File: src/rtl/tmr_wdt_prescaler_pkg.sv
// Purpose: shared OPTION bit positions, prescaler sizing and helpers for TMR0/WDT.
// Latency: n/a (constants and a combinational helper only).
// Backpressure: n/a.
package tmr_wdt_prescaler_pkg;

    localparam int OPT_T0CS       = 5;
    localparam int OPT_T0SE       = 4;
    localparam int OPT_PSA        = 3;
    localparam int OPT_PS_MSB     = 2;
    localparam int OPT_PS_LSB     = 0;

    localparam int PRESCALER_W    = 8;
    localparam int INHIBIT_CYCLES = 2;
    localparam int INHIBIT_W      = 2;

    // True when val[msb:0] are all ones, i.e. the next count carries out of bit msb.
    function automatic logic low_bits_set(input logic [PRESCALER_W-1:0] val,
                                          input logic [2:0]             msb);
        logic [PRESCALER_W:0] mask;
        mask = (PRESCALER_W+1)'(2) << msb;
        mask = mask - (PRESCALER_W+1)'(1);
        return (val & mask[PRESCALER_W-1:0]) == mask[PRESCALER_W-1:0];
    endfunction

endpackage

File: src/rtl/tmr_wdt_prescaler_t0cki_sync.sv
// Purpose: synchronise the asynchronous T0CKI pin and emit a 1-clock pulse on the selected edge.
// Latency: pin change to pulse is SYNC_STAGES clocks; pulse is combinational from flops.
// Backpressure: none; every qualifying edge produces exactly one pulse.
module t0cki_sync #(
    parameter int SYNC_STAGES = 2
) (
    input  logic clk,
    input  logic rst_n,
    input  logic i_pin,
    input  logic i_falling,
    output logic o_edge_pulse
);

    logic [SYNC_STAGES-1:0] r_sync;
    logic                   r_last;
    logic                   w_synced;

    assign w_synced = r_sync[SYNC_STAGES-1];

    // Shift the pin through the synchroniser and keep one delayed copy for edge detection.
    always_ff @(posedge clk or negedge rst_n) begin
        if (!rst_n) begin
            r_sync <= '0;
            r_last <= 1'b0;
        end else begin
            r_sync <= {r_sync[SYNC_STAGES-2:0], i_pin};
            r_last <= w_synced;
        end
    end

    assign o_edge_pulse = i_falling ? (r_last & ~w_synced) : (~r_last & w_synced);

endmodule

File: src/rtl/tmr_wdt_prescaler.sv
// Purpose: TMR0 counter, watchdog and the shared prescaler that can serve either one.
// Latency: internal source increments TMR0 next edge; T0CKI pin to tmr_out is SYNC_STAGES+1 clocks.
// Backpressure: none; events are never stalled, a TMR0 write simply takes priority over counting.
module tmr_wdt_prescaler
    import tmr_wdt_prescaler_pkg::*;
#(
    parameter int TMR_W       = 8,
    parameter int WDT_W       = 10,
    parameter int SYNC_STAGES = 2
) (
    input  logic             clk,
    input  logic             rst_n,
    input  logic             cyc_en,
    input  logic [5:0]       option_in,
    input  logic             t0cki,
    input  logic             sleep,
    input  logic             wdt_en,
    input  logic             tmr_wr,
    input  logic [TMR_W-1:0] tmr_wdata,
    input  logic             clear_wdt,
    input  logic             clear_prescaler,
    input  logic             tmr_if_clr,
    output logic [TMR_W-1:0] tmr_out,
    output logic             tmr_if,
    output logic             wdt_timeout
);

    logic                   w_t0cs;
    logic                   w_t0se;
    logic                   w_psa;
    logic [2:0]             w_ps;
    logic                   w_ext_pulse;
    logic                   w_src_evt;
    logic                   w_wdt_tick;
    logic                   w_psc_tick;
    logic                   w_psc_cnt;
    logic                   w_psc_clr;
    logic                   w_final_tick;
    logic                   w_timeout;
    logic                   w_tmr_inc;
    logic                   w_inh_busy;
    logic                   w_tmr_wrap;

    logic [3:0]             r_opt_prev;
    logic [WDT_W-1:0]       r_wdt_base;
    logic [PRESCALER_W-1:0] r_psc;
    logic [TMR_W-1:0]       r_tmr;
    logic [INHIBIT_W-1:0]   r_inhibit;
    logic                   r_tmr_if;
    logic                   r_wdt_timeout;

    assign w_t0cs = option_in[OPT_T0CS];
    assign w_t0se = option_in[OPT_T0SE];
    assign w_psa  = option_in[OPT_PSA];
    assign w_ps   = option_in[OPT_PS_MSB:OPT_PS_LSB];

    t0cki_sync #(
        .SYNC_STAGES (SYNC_STAGES)
    ) u_t0cki_sync (
        .clk          (clk),
        .rst_n        (rst_n),
        .i_pin        (t0cki),
        .i_falling    (w_t0se),
        .o_edge_pulse (w_ext_pulse)
    );

    // External edges keep counting in sleep; the instruction clock does not.
    assign w_src_evt  = w_t0cs ? w_ext_pulse : (cyc_en & ~sleep);
    assign w_wdt_tick = wdt_en & (&r_wdt_base);

    // Prescaler carry-out: bit PS when serving TMR0, bit PS-1 (or bypass at PS=0) when serving WDT.
    always_comb begin
        w_psc_tick = 1'b0;
        if (w_psa) begin
            if (w_ps == 3'd0) begin
                w_psc_tick = w_wdt_tick;
            end else begin
                w_psc_tick = w_wdt_tick & low_bits_set(r_psc, w_ps - 3'd1);
            end
        end else begin
            w_psc_tick = w_src_evt & low_bits_set(r_psc, w_ps);
        end
    end

    assign w_psc_cnt    = w_psa ? w_wdt_tick : w_src_evt;
    assign w_final_tick = w_psa ? w_psc_tick : w_wdt_tick;
    assign w_timeout    = w_final_tick & ~clear_wdt;

    // Any reassignment or rescaling restarts the prescaler so the new ratio starts clean.
    assign w_psc_clr = clear_prescaler
                     | (r_opt_prev != {w_psa, w_ps})
                     | (tmr_wr & ~w_psa)
                     | (clear_wdt & w_psa)
                     | w_timeout;

    assign w_tmr_inc  = w_psa ? w_src_evt : w_psc_tick;
    assign w_inh_busy = (r_inhibit != '0);
    assign w_tmr_wrap = w_tmr_inc & ~tmr_wr & ~w_inh_busy & (&r_tmr);

    // Remember the last PSA/PS setting so a change can be spotted.
    always_ff @(posedge clk or negedge rst_n) begin
        if (!rst_n) begin
            r_opt_prev <= '0;
        end else begin
            r_opt_prev <= {w_psa, w_ps};
        end
    end

    // Watchdog base counter: free-runs while enabled, held at zero otherwise.
    always_ff @(posedge clk or negedge rst_n) begin
        if (!rst_n) begin
            r_wdt_base <= '0;
        end else if (!wdt_en || clear_wdt) begin
            r_wdt_base <= '0;
        end else begin
            r_wdt_base <= r_wdt_base + WDT_W'(1);
        end
    end

    // Shared prescaler: clear has priority over counting.
    always_ff @(posedge clk or negedge rst_n) begin
        if (!rst_n) begin
            r_psc <= '0;
        end else if (w_psc_clr) begin
            r_psc <= '0;
        end else if (w_psc_cnt) begin
            r_psc <= r_psc + PRESCALER_W'(1);
        end
    end

    // TMR0: a write loads and arms the inhibit; inhibited increments only drain the inhibit.
    always_ff @(posedge clk or negedge rst_n) begin
        if (!rst_n) begin
            r_tmr     <= '0;
            r_inhibit <= '0;
        end else if (tmr_wr) begin
            r_tmr     <= tmr_wdata;
            r_inhibit <= INHIBIT_W'(INHIBIT_CYCLES);
        end else if (w_tmr_inc) begin
            if (w_inh_busy) begin
                r_inhibit <= r_inhibit - INHIBIT_W'(1);
            end else begin
                r_tmr <= r_tmr + TMR_W'(1);
            end
        end
    end

    // Sticky overflow flag: a set in the same cycle as a clear wins.
    always_ff @(posedge clk or negedge rst_n) begin
        if (!rst_n) begin
            r_tmr_if <= 1'b0;
        end else if (w_tmr_wrap) begin
            r_tmr_if <= 1'b1;
        end else if (tmr_if_clr) begin
            r_tmr_if <= 1'b0;
        end
    end

    // One-cycle timeout pulse, suppressed when CLRWDT lands on the same tick.
    always_ff @(posedge clk or negedge rst_n) begin
        if (!rst_n) begin
            r_wdt_timeout <= 1'b0;
        end else begin
            r_wdt_timeout <= w_timeout;
        end
    end

    assign tmr_out     = r_tmr;
    assign tmr_if      = r_tmr_if;
    assign wdt_timeout = r_wdt_timeout;

endmodule

File: config.mk
export PLATFORM = sky130hd
export DESIGN_NAME = tmr_wdt_prescaler
export DESIGN_NICKNAME = d
export VERILOG_FILES = /design/src/rtl/tmr_wdt_prescaler_pkg.sv /design/src/rtl/tmr_wdt_prescaler_t0cki_sync.sv /design/src/rtl/tmr_wdt_prescaler.sv
export SDC_FILE = /design/constraint.sdc
export NUM_CORES = 1
export LEC_CHECK = 0
export BUFFER_PORTS_ARGS = -buffer_cell sky130_fd_sc_hd__buf_2
export CORE_ASPECT_RATIO = 1.5
export CORE_UTILIZATION = 30
export CTS_CLUSTER_DIAMETER = 60
export CTS_CLUSTER_SIZE = 16
export DETAILED_ROUTE_END_ITERATION = 16
export PLACE_DENSITY = 0.55
export SYNTH_ARGS = -nofsm -noshare
export SYNTH_HDL_FRONTEND = slang
export SYNTH_HIERARCHICAL = 1
export SYNTH_SLANG_ARGS = --single-unit
File: constraint.sdc
create_clock -name clk -period 2.52 [get_ports clk]
set_input_delay 0.504 -clock clk [delete_from_list [all_inputs] [get_ports clk]]
set_output_delay 0.504 -clock clk [all_outputs]
set_load 0.05 [all_outputs]
After elaboration in Yosys (flattened, before gate mapping)
Cells that the tools add are included.

Reduce and logical (&&, ||, !) cells: 12. Mux-type cells: 18. Shift operators: 2. Bitwise operators: 25. Add/subtract/negate cells: 7. Equality and inequality tests: 4.

Operators with widths (count): $mux 8 (5); $add 8x1->8 const B (2); $and 8x8->8 (2); $eq 8x8->1 (2); $shl 2x3->8 const A (2); $sub 8x1->8 const B (2); $and 1x1->1 (12); $add 10x1->10 const B (1); $mux 10 (1); $reduce_and 10->1 (1); $reduce_bool 2->1 (5); $mux 1 (9); $reduce_and 8->1 (1); $not 1->1 (7); $mux 2 (3); $ne 4x4->1 (1); $or 1x1->1 (4); $reduce_and 2->1 (2); $logic_not 3->1 (1); $sub 3x1->3 const B (1); $ne 2x2->1 const B (1); $sub 2x1->2 const B (1); $logic_not 1->1 (1); $logic_or 1x1->1 (1).

Input bits: 24. Output and inout bits: 10. Bits in registers: 37. Logic and storage cells: 77.

Longest topological paths before layout
Gate-level depths: netlist (run 1).

Depth after elaboration: 13. Gate-level depth with buffers: 12. Mapped depth without buffers: 9.

Cells and area by module
The synthesis (run 1) kept the hierarchy.

By module, submodules not included: tmr_wdt_prescaler (sequential area each 850.8 um^2, times used 1, area each 2092.0 um^2, cells each 233); t0cki_sync (sequential area each 75.1 um^2, times used 1, area each 97.6 um^2, cells each 6).

Least setup slack after synthesis (run 1)
OpenSTA, ideal clock, no wires.

Path type: input -> register. Start point: in option_in[1]. End point: reg r_tmr[7] (netlist: tmr_out[7]). Stages: 9. Data required time: 2.438 ns. Setup time: 0.082 ns. Data arrival time: 2.468 ns. Slack: -0.029 ns. Buffers on the path: 1. Cells stage by stage: buf_6 or3_4 ha_1 nor2b_1 mux2i_1 and4b_4 a31oi_4 or4_1 a31oi_1.

Word-level cells in the longest chain between the ends: 11. Elaborated cells on any way between the ends: 17. Those cells by class: add/sub: 3; eq/ne: 2; shift: 2; mux: 3; bitwise: 4; reduce/logical: 3.

Ends and longest elaborated chain: start, declared (RTL line tmr_wdt_prescaler.sv:14) `input logic [5:0] option_in,`; $sub 3x1->3 (RTL line tmr_wdt_prescaler.sv:78) `w_psc_tick = w_wdt_tick & low_bits_set(r_psc, w_ps - 3'd1);`; $shl 2x3->8 (RTL line tmr_wdt_prescaler_pkg.sv:20) `mask = (PRESCALER_W+1)'(2) << msb;`; $sub 8x1->8 (RTL line tmr_wdt_prescaler_pkg.sv:21) `mask = mask - (PRESCALER_W+1)'(1);`; $and 8x8->8 (RTL line tmr_wdt_prescaler_pkg.sv:22) `return (val & mask[PRESCALER_W-1:0]) == mask[PRESCALER_W-1:0];`; $eq 8x8->1 (RTL line tmr_wdt_prescaler_pkg.sv:22); $and 1x1->1 (RTL line tmr_wdt_prescaler.sv:78); $mux 1 (RTL line tmr_wdt_prescaler.sv:75) `if (w_ps == 3'd0) begin`; $mux 1 (*) (RTL line tmr_wdt_prescaler.sv:74) `if (w_psa) begin`; $mux 1 (*) (RTL line tmr_wdt_prescaler.sv:96) `assign w_tmr_inc = w_psa ? w_src_evt : w_psc_tick;`; $reduce_bool 2->1 (no line) (*); $reduce_and 2->1 (no line) (*); end signal, assigned (RTL line tmr_wdt_prescaler.sv:137) `r_tmr <= tmr_wdata;`; end signal, assigned (RTL line tmr_wdt_prescaler.sv:143) `r_tmr <= r_tmr + TMR_W'(1);`; end, declared (RTL line tmr_wdt_prescaler.sv:47) `logic [TMR_W-1:0] r_tmr;`.

Mark *: on every way between the ends. The rest lies on a longest branch, timed or not. A chain may end at the register's enable or synchronous reset.

Worst setup path after layout (run 1)
Start point: in option_in[0]. End point: reg r_tmr[7] (netlist: tmr_out[7]).

The elaborated chain is that of the path after synthesis.

==> summary by stage, run 1 <==
Worst setup path
The startpoint identified for the worst register-to-register timing path is u_t0cki_sync/r_last. The slowest stage of the critical path belongs to the cell or4_1. Data arrives at the worst endpoint at 2.58 ns.

The signal on the critical path passes through buf_2, or3_4, ha_2, o221ai_1, and4b_4, a31oi_4, or4_1, a31oi_1. On the worst path, the slowest cell contributes a delay of 0.43 ns. In this run the worst path has a maximum fanout of 14. In this run the critical register-to-register path is captured at tmr_out[7]. The worst reg-to-reg setup slack is 0.35 ns.

For the worst setup path, the data required time is 2.74 ns. The setup path with the least slack is of type input pin to flip-flop. In this design, the largest share of critical-path delay is due to simple AND/OR/NAND/NOR gates. The endpoint kind of the worst setup timing path is a flip-flop. The worst setup path is launched from an input pin. Together, buffers and inverters on the worst path number 1. The cell depth of the worst flop-to-flop path is 8.

CTS
The post-cts resize count is 0. Clock-pin slew was measured on the worst setup and hold paths at 0.08 ns. The clock insertion delay at the later pin of the skew report is 0.29 ns.

The post-CTS setup-driven buffer insertion count is 0. The clock tree from TritonCTS is done. Hold repair after CTS inserted 0 buffers. CTS built an H-tree with a depth of 2. The clock drives 37 sinks. The largest buffer count on any clock path is 2. The buffer type at the clock tree root is clkbuf_8. Clock tree synthesis inserted a total of 5 buffers.

Power and ir drop
The internal power consumption is 0.000996 W. Registers are responsible for 46.0% of the overall power. The fraction of power spent switching nets is 27.9%. The switching power of the nets is 0.000385 W. The cell area power density is 522 nW/um^2. Overall power consumption after layout is estimated at 0.00138 W. The cell leakage power is 1.15 nW. The clock network power share is 37.6%. The portion of total power attributed to combinational logic is 16.4%.

IR analysis of the VDD net gives a maximum drop of 0.182 mV.

STA
The final critical-path setup slack is 0.163 ns. The shortest period the worst path allows is 2.36 ns. The final-report max-slew violation count is 0. Setup violations remaining at the end of the flow were counted as 0. The final number of hold-violating endpoints is 0. The maximum clock frequency is 424 MHz.

The worst pin sits at a relative slew slack of 43.4%. The worst-margin pin slew is 0.849 ns. For the final database, setup skew stands at 0.00996 ns. The total negative slack is 0 ns.

The final critical path takes up 93.5% of the cycle. Setup repair after global routing left no endpoint under its margin.

Die
The area inside the core boundary is 6940 sq um. The die covers 7650 sq um. The initial core utilization is 31.5%. In this run the count of I/O pins placed on the die edge is 34. The die is 107 microns tall. The number of rows in the core area is 37. The floorplan die width is 71.8 microns.

Yosys
The netlist uses 49 different library cells. For this run, the register share of the synthesized area comes to 42.3%. The number of nets in the synthesized netlist is 269. Averaged over all synthesized cells, the footprint is 9.16 sq um.

The share of the synthesized area in the top cell type is 42.3%. The largest total area in the synthesized netlist belongs to dfrtp_1. For this run, asynchronously set or reset flops after synthesis account for 100%. Counting flops and latches in the post-synthesis netlist gives 37. The area of the mapped netlist is 2190 sq um. The number of synthesized flops with an enable pin is 0. The dominant register cell in the synthesized netlist is dfrtp_1. The warning count from the yosys run is 6. Yosys attributes the largest share of cell area to dfrtp_1 42%, xor2_1 6.0%, nor2_1 5.8%. Synthesis produced 239 cells.

Global routing
The global-route wire length before repair is 8070 microns. The number of antenna violations at the first check in global routing is 0. The total routing resource utilization after global routing is 13.6%. Entering global routing, the biggest net connects 38 pins. For this run the aggregate overflow at the end of global routing stands at 0.

The number of global-route vias before repair is 1767.

Drt
The number of antenna-violating nets in the routed design is 0. The detailed router placed 1843 vias in this run. The post-detailed-route wirelength per cell is 13.1 microns. After detailed routing, the total wire length is 4780 microns.

For this block, the initial DRC count from the detailed router was 57. The number of vias per cell is 5.06. Before antenna repair, the detailed router went through 4 iterations.

The remaining design rule violation count is 0.

Cells and area
The count of nets after finishing is 315. From synthesis to final layout, the design area changed by 20.8%. The top cell types in the final layout, fill and taps aside, are 37 x dfrtp_1, 33 x nor2_1, 33 x buf_2, 16 x nand2_1, 16 x buf_4.

In the final layout, the share of cells above drive strength 1 is 24.5%. The library cell used most frequently in the layout, excluding fill and tap cells, is dfrtp_1. The number of antenna diodes is 0.

Placed design
The count of buffers added on input and output ports is 33. Prior to clock tree synthesis, the placed netlist has a worst setup slack of -0.188 ns. Summed over all nets, the half-perimeter wirelength after detailed placement is 3520 microns. The congestion estimate from routability-driven global placement came to 0.816.

Worst hold path
The worst hold path belongs to the class input pin to async pin.

Run
The number of maximum-capacitance violations is 0.

Outcome
The run finished with clean final reports.
## cell type report
class | instances | area (sq um)
clock buffer | 6 | 72.6
clock inverter | 2 | 38.8
fill | 731 | 4300
multi-input combinational | 182 | 1190
inverter | 10 | 37.5
timing repair buffer | 49 | 285
sequential | 37 | 926
tap | 78 | 97.6
## Yosys cell counts, types with 3 or more instances
cell type,number
or3_1,6
a31oi_1,6
o21ai_1,3
clkbuf_1,7
nand2b_1,5
or2_2,3
xor2_1,15
nor3b_1,3
mux2i_1,4
nand3_1,11
a21oi_1,8
and3_1,4
dfrtp_1,37
nand3b_1,3
o21ai_0,10
nand4_1,7
nand2_1,16
nor2_1,34
ha_1,6
inv_1,10
nor2b_1,5
## worst max path at each step
stage	start	endpoint	slack (ns)	depth (start not counted)
after floorplan	option_in[1]	tmr_out[6]	0.01	11
after global placement	option_in[1]	r_psc[2]	-0.15	11
after detailed placement	option_in[1]	r_psc[2]	-0.19	11
after CTS	option_in[1]	r_psc[2]	0.11	11
after global routing	option_in[2]	tmr_out[7]	0.03	8
final	option_in[0]	tmr_out[7]	0.16	8
## state kept, by name, summed over array words and instances (netlist names)
register and flops:
r_psc 8, r_opt_prev 4, u_t0cki_sync/r_sync 2, r_inhibit 2, tmr_if 1, tmr_out 8, r_wdt_base 10, u_t0cki_sync/r_last 1
wdt_timeout 1
## kinds of logic (layout without fill, tap and decap cells)
family                     after synthesis  in the layout  share of synthesized area, %
buffers and inverters                   20             67                          4.00
DFF                                     37             37                          42.3
xor gates and xnor gates                17             17                          6.80
AOI/OAI and AO/OA                       44             44                          14.7
and+or+nand+nor                        110            110                          26.5
adders and majority gates                6              6                          3.43
muxes                                    5              5                          2.34
## stage by stage
step / hold WS, ns / utilization (%) / area, sq um / instances
global placement: 0.333 / 36.4 / 2530 / 356
detailed placement: 0.337 / 36.4 / 2530 / 356
CTS: 0.305 / 38.0 / 2640 / 364
finish: 0.311 / 38.1 / 2650 / 364
global route: 0.306 / 38.1 / 2650 / 364
floorplan: 0.208 / - / 2200 / 239
## power groups by stage
stage | Clock, W | Sequential, W | Combinational [W]
floorplan | 0 | 0.000687 | 0.000101
global placement | 0 | 0.000647 | 0.000226
global route | 0.000554 | 0.000638 | 0.000253
detailed placement | 0 | 0.000647 | 0.000229
finish | 0.000519 | 0.000635 | 0.000227
CTS | 0.000535 | 0.000635 | 0.000230
## layer usage
layer / share of wire (%) / GRT usage (%) / wire (microns)
met1: 43 / 15.2 / 2060
met2: 52 / 24.8 / 2470
met3: 3.4 / 2.73 / 165
met4: 1.8 / 5.04 / 88
met5: 0 / 0 / 0
No activity file was read; power rests on OpenSTA's default activity.
==> run 2, diff against run 1 <==
--- a/config.mk
+++ b/config.mk
@@ -11,7 +11,7 @@
 export CTS_CLUSTER_DIAMETER = 60
 export CTS_CLUSTER_SIZE = 16
 export DETAILED_ROUTE_END_ITERATION = 16
-export PLACE_DENSITY = 0.55
+export PLACE_DENSITY = 0.56
 export SYNTH_ARGS = -nofsm -noshare
 export SYNTH_HDL_FRONTEND = slang
 export SYNTH_HIERARCHICAL = 1
==> constraint.sdc (replaced) <==
create_clock -name clk -period 2.03 [get_ports clk]
set_input_delay 0.406 -clock clk [delete_from_list [all_inputs] [get_ports clk]]
set_output_delay 0.406 -clock clk [all_outputs]
set_load 0.05 [all_outputs]
==> summary by stage, run 2 (synthesis results as in run 1) <==
Power and ir drop
The cell area power density is 607 nW/um^2 (+16%). The total power after layout came to 0.00178 W (+29%). The portion of total power attributed to combinational logic is 17.8% (+1.4 points). The fraction of power spent switching nets was 27.7% (-0.19 points). The clock network power share is 37.9% (+0.3 points).

The sequential power share is 44.3% (-1.7 points). The internal power consumption is 0.00129 W (+29%). The switching power of the nets is 0.000493 W (+28%). The largest voltage drop on the vdd net is 0.315 mV (+73%). The cell leakage power is 1.28 nW (+11%).

STA
The final-report max-slew violation count is 0 (unchanged). The smallest clock period supported by the final layout is computed as 2.11 ns. The final number of hold-violating endpoints came to 0 (unchanged). The worst clock skew was 0.00791 ns (-0.00205 ns). The worst path uses 104% of the clock period. The maximum clock frequency is 473 MHz.

The worst slack on hold paths is 0.153 ns (-0.158 ns). The max-slew headroom at the worst pin is 67.8% (+24 points). The number of failing setup endpoints in the final timing report is 6 (+6). The worst-margin pin slew is 0.482 ns (-0.366 ns). The final critical-path setup slack is -0.0832 ns (-0.246 ns).

Setup repair after global routing could not meet its margin everywhere.

Global routing
The global-route wire length before repair is 8940 microns (+11%). The number of global-route vias before repair is 1996 (+13%). The total routing resource utilization after global routing is 15.0% (+1.5 points). The sum of overflow across all layers after global routing is 0 (unchanged). The number of antenna violations at the first check in global routing came to 0 (unchanged). The maximum number of pins on one net before global-route repair came to 38 (unchanged).

Worst setup path
The kind of cell adding the most delay to the critical path is simple AND/OR/NAND/NOR gates. The arrival time at the worst endpoint is 2.33 ns (-0.25 ns). The worst reg-to-reg setup slack is 0 ns (-0.35 ns). The biggest cell delay along the critical path was 0.41 ns (-0.02 ns).

STA classifies the critical path endpoint as a flip-flop. The critical path start-end classification is input pin to flip-flop. The number of buffer and inverter stages on the critical path came to 1 (unchanged). Traced cell by cell, the critical path runs through buf_8, or3_4, ha_4, nor2b_4, mux2i_1, and4b_4, a31oi_4, or4_1, a31oi_1. The largest individual stage delay along the critical path comes from the cell or4_1. The worst-path maximum fanout is 7 (-7). STA classifies the critical path startpoint as an input pin. The required arrival time at the worst endpoint came to 2.25 ns (-0.49 ns).

Die
The initial core utilization is 31.5% (unchanged). The area enclosed by the die boundary is 7650 sq um (unchanged). The number of rows in the core area is 37 (unchanged).

The area inside the core boundary is 6940 sq um (unchanged). The floorplan die width was 71.8 microns (unchanged). The height of the die is 107 microns (unchanged).

The boundary pin count is 34 (unchanged).

Worst hold path
The path class of the tightest hold or removal check is input pin to async pin.

Cells and area
The share of post-route cells with drive strength above 1 is 32.5% (+8.0 points). Compared with the post-synthesis result, the final layout area differs by 34.0%. The most common cell after layout, fill and taps aside is dfrtp_1. The post-layout instance area is 2930 sq um (+11%). The number of antenna diodes came to 0 (unchanged). The count of filler cells inserted in the layout is 709 (-3.0%). The flip-flop count of the largest register, all copies and words added is 10 (unchanged). In the layout the commonest cells are 37 x dfrtp_1, 33 x nor2_1, 33 x buf_4, 30 x buf_2, 16 x nand2_1. The register with the most flip-flops in the final layout is r_wdt_base. The core utilization of the finished layout is 42.3% (+4.2 points). The count of nets after finishing is 334 (+6.0%).

Placed design
The weighted congestion at the end of routability-driven global placement is 0.764 (-6.3%). The estimated wirelength of the detail-placed design was 3730 microns (+5.7%). The area of placed instances is 2700 sq um (+6.9%). The count of buffers inserted at the top-level ports is 33 (unchanged).

Drt
The routed length on met3 is 154 microns (-6.7%). The remaining design rule violation count is 0 (unchanged). The total detailed-routing wirelength is 5120 microns (+7.1%). The number of vias per cell came to 5.14 (+1.5%).

The detailed router's first-iteration violation count is 67 (+18%). The total iterations of the first detailed-routing run is 4 (unchanged). The met2 wire length is 2610 microns (+5.8%).

The via count is 1969 (+6.8%). The number of antenna-violating nets in the routed design is 0 (unchanged). The detailed-routing wirelength on met1 is 2260 microns (+9.7%).

The highest metal layer carrying signal wires in the routed design is met4. The post-detailed-route wirelength per cell was 13.4 microns (+1.8%).

Outcome
The flow ran to the end, but the final reports show violations. The final reports fail on negative setup slack.

CTS
The clock tree from TritonCTS is done. The cts-stage hold buffer count is 0 (unchanged). The largest buffer count on any clock path is 2 (unchanged). The clock transition at the registers of the reported paths is 0.08 ns (about the same). The number of sinks on the clock net is 37 (unchanged). CTS placed an instance of clkbuf_8 at the clock tree root. The CTS buffer count is 5 (unchanged).

The clock insertion delay at the later pin of the skew report is 0.29 ns (about the same). The H-tree depth came to 2 (unchanged).

Run
The number of maximum-capacitance violations came to 0 (unchanged).
==> run 2: repair_timing <==
action                                  4_1_cts  5_1_grt
buffers inserted                              1        0
endpoints found under the setup margin       19       19
gates cloned                                  1        0
pin swaps                                     4        7
resized for setup                            14        7
==> run 2: per-stage QoR <==
step / setup TNS, ns / std cells / setup WS, ns
floorplan: -3.66 / 239 / -0.307
global route: -1.02 / 383 / -0.139
CTS: -0.194 / 383 / -0.0857
detailed placement: -8.84 / 373 / -0.517
global placement: -8.87 / 373 / -0.499
finish: -0.155 / 383 / -0.0832
==> run 2: worst reg2reg max path: stages (launching register included) <==
cell and delay (ns):
dfrtp_1 0.40, nand3b_1 0.18, o21ai_2 0.07, and2_4 0.16, o221ai_2 0.08, and4b_4 0.36
a31oi_4 0.12, or4_1 0.41, a31oi_1 0.16
==> run 2: metal layers <==
metal / vias up / global-route usage, %
met5: - / 0
met4: 0 / 6.58
met3: 5 / 2.73
met2: 33 / 26.2
met1: 957 / 17.7
li1: 974 / -
==> run 2: power by group through the flow <==
stage | clock [W] | sequential, W | combinational [W]
detailed placement | 0 | 0.000804 | 0.000301
floorplan | 0 | 0.000853 | 0.000133
finish | 0.000676 | 0.000789 | 0.000316
global route | 0.000731 | 0.000794 | 0.000349
global placement | 0 | 0.000802 | 0.000297
CTS | 0.000697 | 0.000789 | 0.000315
==> run 2: layout make-up <==
class	instances	area, sq um	share of cell area, %
clock inverter	2	37.5	1.28
tap	78	97.6	3.33
inverter	10	37.5	1.28
multi-input combinational	183	1300	44.2
timing repair buffer	67	455	15.5
clock buffer	6	82.6	2.81
sequential	37	926	31.6
==> run 2: worst paths after layout <==
check,startpoint,to,depth (start not counted)
max reg2reg,u_t0cki_sync/r_sync[1],tmr_out[7],8
max,option_in[0],tmr_out[7],9
min,rst_n,wdt_timeout,2
min reg2reg,u_t0cki_sync/r_sync[0],u_t0cki_sync/r_sync[1],0
max in group asynchronous,rst_n,r_psc[6],2
min in group clk,t0cki,u_t0cki_sync/r_sync[0],1
==> run 3, diff against run 2 <==
--- a/config.mk
+++ b/config.mk
@@ -7,11 +7,11 @@
 export LEC_CHECK = 0
 export BUFFER_PORTS_ARGS = -buffer_cell sky130_fd_sc_hd__buf_2
 export CORE_ASPECT_RATIO = 1.5
-export CORE_UTILIZATION = 30
+export CORE_UTILIZATION = 51
 export CTS_CLUSTER_DIAMETER = 60
 export CTS_CLUSTER_SIZE = 16
 export DETAILED_ROUTE_END_ITERATION = 16
-export PLACE_DENSITY = 0.56
+export PLACE_DENSITY = 0.83
 export SYNTH_ARGS = -nofsm -noshare
 export SYNTH_HDL_FRONTEND = slang
 export SYNTH_HIERARCHICAL = 1
==> summary by stage, run 3 (synthesis results as in run 1) <==
Outcome
The flow ran to the end, but the final reports show violations. The final reports fail on negative setup slack.

Cells and area
The share of post-route cells with drive strength above 1 is 34.3% (+1.9 points). The post-synthesis to final-layout area growth is 35.1%. The multi-input logic area is 1340 sq um (+3.0%). The count of filler cells inserted in the layout is 285 (-60%). The top cell types in the final layout, fill and taps aside, are 37 x dfrtp_1, 30 x buf_2, 29 x nor2_1, 29 x buf_4, 16 x nand2_1. The flip-flop count of the largest register, all copies and words added came to 10 (unchanged). The core utilization of the finished layout is 73.4% (+31 points). The register name with the most flops is r_wdt_base. The count of nets after finishing was 335 (+0.30%). The most common cell after layout, fill and taps aside is dfrtp_1. The sequential cell area was 926 sq um (unchanged). The number of antenna diodes was 0 (unchanged).

Worst setup path
STA classifies the critical path startpoint as an input pin. The startpoint of the worst-slack reg-to-reg timing path is u_t0cki_sync/r_last. Walking the worst path, the cells encountered are buf_8, or3_4, ha_4, nor2b_4, mux2i_2, and4b_4, a31oi_4, or4_1, a31oi_1. The worst reg-to-reg setup slack is -0.07 ns (-0.07 ns). The slowest cell on the critical path is or4_1. Among cell families on the critical path, the largest total delay comes from simple AND/OR/NAND/NOR gates. The arrival time at the worst endpoint is 2.44 ns (+0.11 ns). The endpoint kind of the worst setup timing path is a flip-flop. The required arrival time at the worst endpoint is 2.24 ns (about the same). The biggest cell delay along the critical path is 0.42 ns (about the same). The number of buffer and inverter stages on the critical path is 1 (unchanged). The worst-path maximum fanout is 7 (unchanged). The critical path is of the input pin to flip-flop type.

Tracing the worst setup path back leads to its startpoint at option_in[0].

Global routing
The total routing resource utilization after global routing is 26.1% (+11 points). The global-route wire length before repair is 9240 microns (+3.3%). The maximum number of pins on one net before global-route repair came to 38 (unchanged). The number of antenna violations at the first check in global routing is 0 (unchanged). The number of global-route vias before repair is 2028 (+1.6%).

The sum of overflow across all layers after global routing was 0 (unchanged).

Worst hold path
The worst hold path class is input pin to async pin.

Placed design
The count of buffers inserted at the top-level ports came to 33 (unchanged). The weighted congestion at the end of routability-driven global placement was 0.843 (+10%). The worst setup slack before clock tree synthesis is -0.515 ns (+0.00184 ns).

The estimated wirelength of the detail-placed design is 3450 microns (-7.5%).

CTS
The CTS buffer count is 5 (unchanged). The H-tree depth is 2 (unchanged). The largest buffer count on any clock path is 2 (unchanged). The number of sinks on the clock net came to 37 (unchanged).

The clock insertion delay at the later pin of the skew report came to 0.29 ns (about the same). TritonCTS built the clock tree. The clock transition at the registers of the reported paths is 0.08 ns (about the same).

The buffer type at the clock tree root is clkbuf_8.

Die
The height of the die is 82.3 microns (-23%). The initial core utilization was 54.3% (+23 points). The floorplan die width is 55.5 microns (-23%). The boundary pin count is 34 (unchanged). The area inside the core boundary is 4030 sq um (-42%). The number of rows in the core area is 28 (-24%). The area enclosed by the die boundary is 4560 sq um (-40%).

Drt
The post-detailed-route wirelength per cell is 15.6 microns (+17%). The via count was 2074 (+5.3%). The number of antenna-violating nets in the routed design came to 0 (unchanged). The number of vias per cell is 5.91 (+15%).

The remaining design rule violation count came to 0 (unchanged). The total iterations of the first detailed-routing run was 4 (unchanged). The detailed router's first-iteration violation count is 139 (+110%).

The total detailed-routing wirelength is 5470 microns (+6.9%).

STA
The total negative slack is -1.73 ns (-1.57 ns). The worst-margin pin slew was 0.816 ns (+0.334 ns). Setup repair after global routing could not meet its margin everywhere. The ratio of final minimum period to clock period is 110% (+5.4 points). The worst slack on hold paths came to 0.211 ns (+0.0571 ns). The max-slew headroom at the worst pin is 45.6% (-22 points).

The final-report max-slew violation count is 0 (unchanged). The maximum clock frequency was 450 MHz (-5.0%). The shortest period the worst path allows is 2.22 ns (+0.111 ns).

The final critical-path setup slack came to -0.194 ns (-0.111 ns). The worst clock skew is 0.0117 ns (+0.00375 ns). The number of failing setup endpoints in the final timing report is 18 (+12).

The final number of hold-violating endpoints is 0 (unchanged).

Power and ir drop
The total power after layout came to 0.00179 W (+0.39%). The clock network power share is 36.6% (-1.3 points). The sequential power share was 44.2% (about the same). The portion of total power attributed to combinational logic is 19.2% (+1.4 points).

The internal power consumption was 0.00130 W (+0.94%). The cell leakage power is 1.30 nW (+1.3%). The switching power of the nets is 0.000488 W (-1.1%).

The fraction of power spent switching nets is 27.3% (-0.40 points). The largest voltage drop on the vdd net was 0.694 mV (+120%). The cell area power density is 605 nW/um^2 (-0.42%).

Run
The number of maximum-capacitance violations was 0 (unchanged).
run 3: repair_timing:
action	CTS	global route
pin swaps	17	6
setup endpoints to repair	17	20
cloned	1	0
hold buffers	0	0
gates resized for setup	31	5
buffers inserted	11	0
run 3: path summary, 6_finish.rpt:
kind,end,cells after the start
max in group asynchronous,r_wdt_base[1],1
max reg2reg,tmr_out[7],8
min in group clk,u_t0cki_sync/r_sync[0],1
min reg2reg,u_t0cki_sync/r_sync[1],0
max,tmr_out[7],9
min,r_psc[7],1
run 3: per-layer routing:
metal  global-route usage [%]  part of all wire, %  up-vias
met4                     12.5                  2.0        0
met2                     46.1                   53       69
met1                     30.2                   40     1012
met5                        0                    0        -
met3                     5.61                  4.7       11
li1                         -                    -      982
run 3: final cells by class:
class                   count  share of cell area (%)
repair buffers             68                    16.4
clock inverters             1                    1.02
clock buffers               7                    2.92
multi-input cells         183                    45.2
flip-flops and latches     37                    31.3
well taps                  45                    1.90
inverters                  10                    1.27
run 3: worst reg2reg max path, stage by stage, from the launching register on:
cell and delay, ns:
dfrtp_1 0.38, nand2b_1 0.15, o21ai_2 0.12, and2_1 0.18, o221ai_2 0.10, and4b_4 0.37
a31oi_4 0.13, or4_1 0.42, a31oi_1 0.19
run 3: per-stage QoR:
| step | instances | instance area [sq um] |
|---|---|---|
| global placement | 331 | 2580 |
| finish | 351 | 2960 |
| detailed placement | 331 | 2580 |
| global route | 351 | 2960 |
| CTS | 351 | 2940 |
| floorplan | 239 | 2240 |
run 3: power by group through the flow:
stage	sequential, W	clock (W)	combinational [W]
floorplan	0.000853	0	0.000133
global placement	0.000802	0	0.000280
detailed placement	0.000803	0	0.000287
CTS	0.000788	0.000668	0.000332
global route	0.000794	0.000696	0.000372
finish	0.000791	0.000654	0.000344
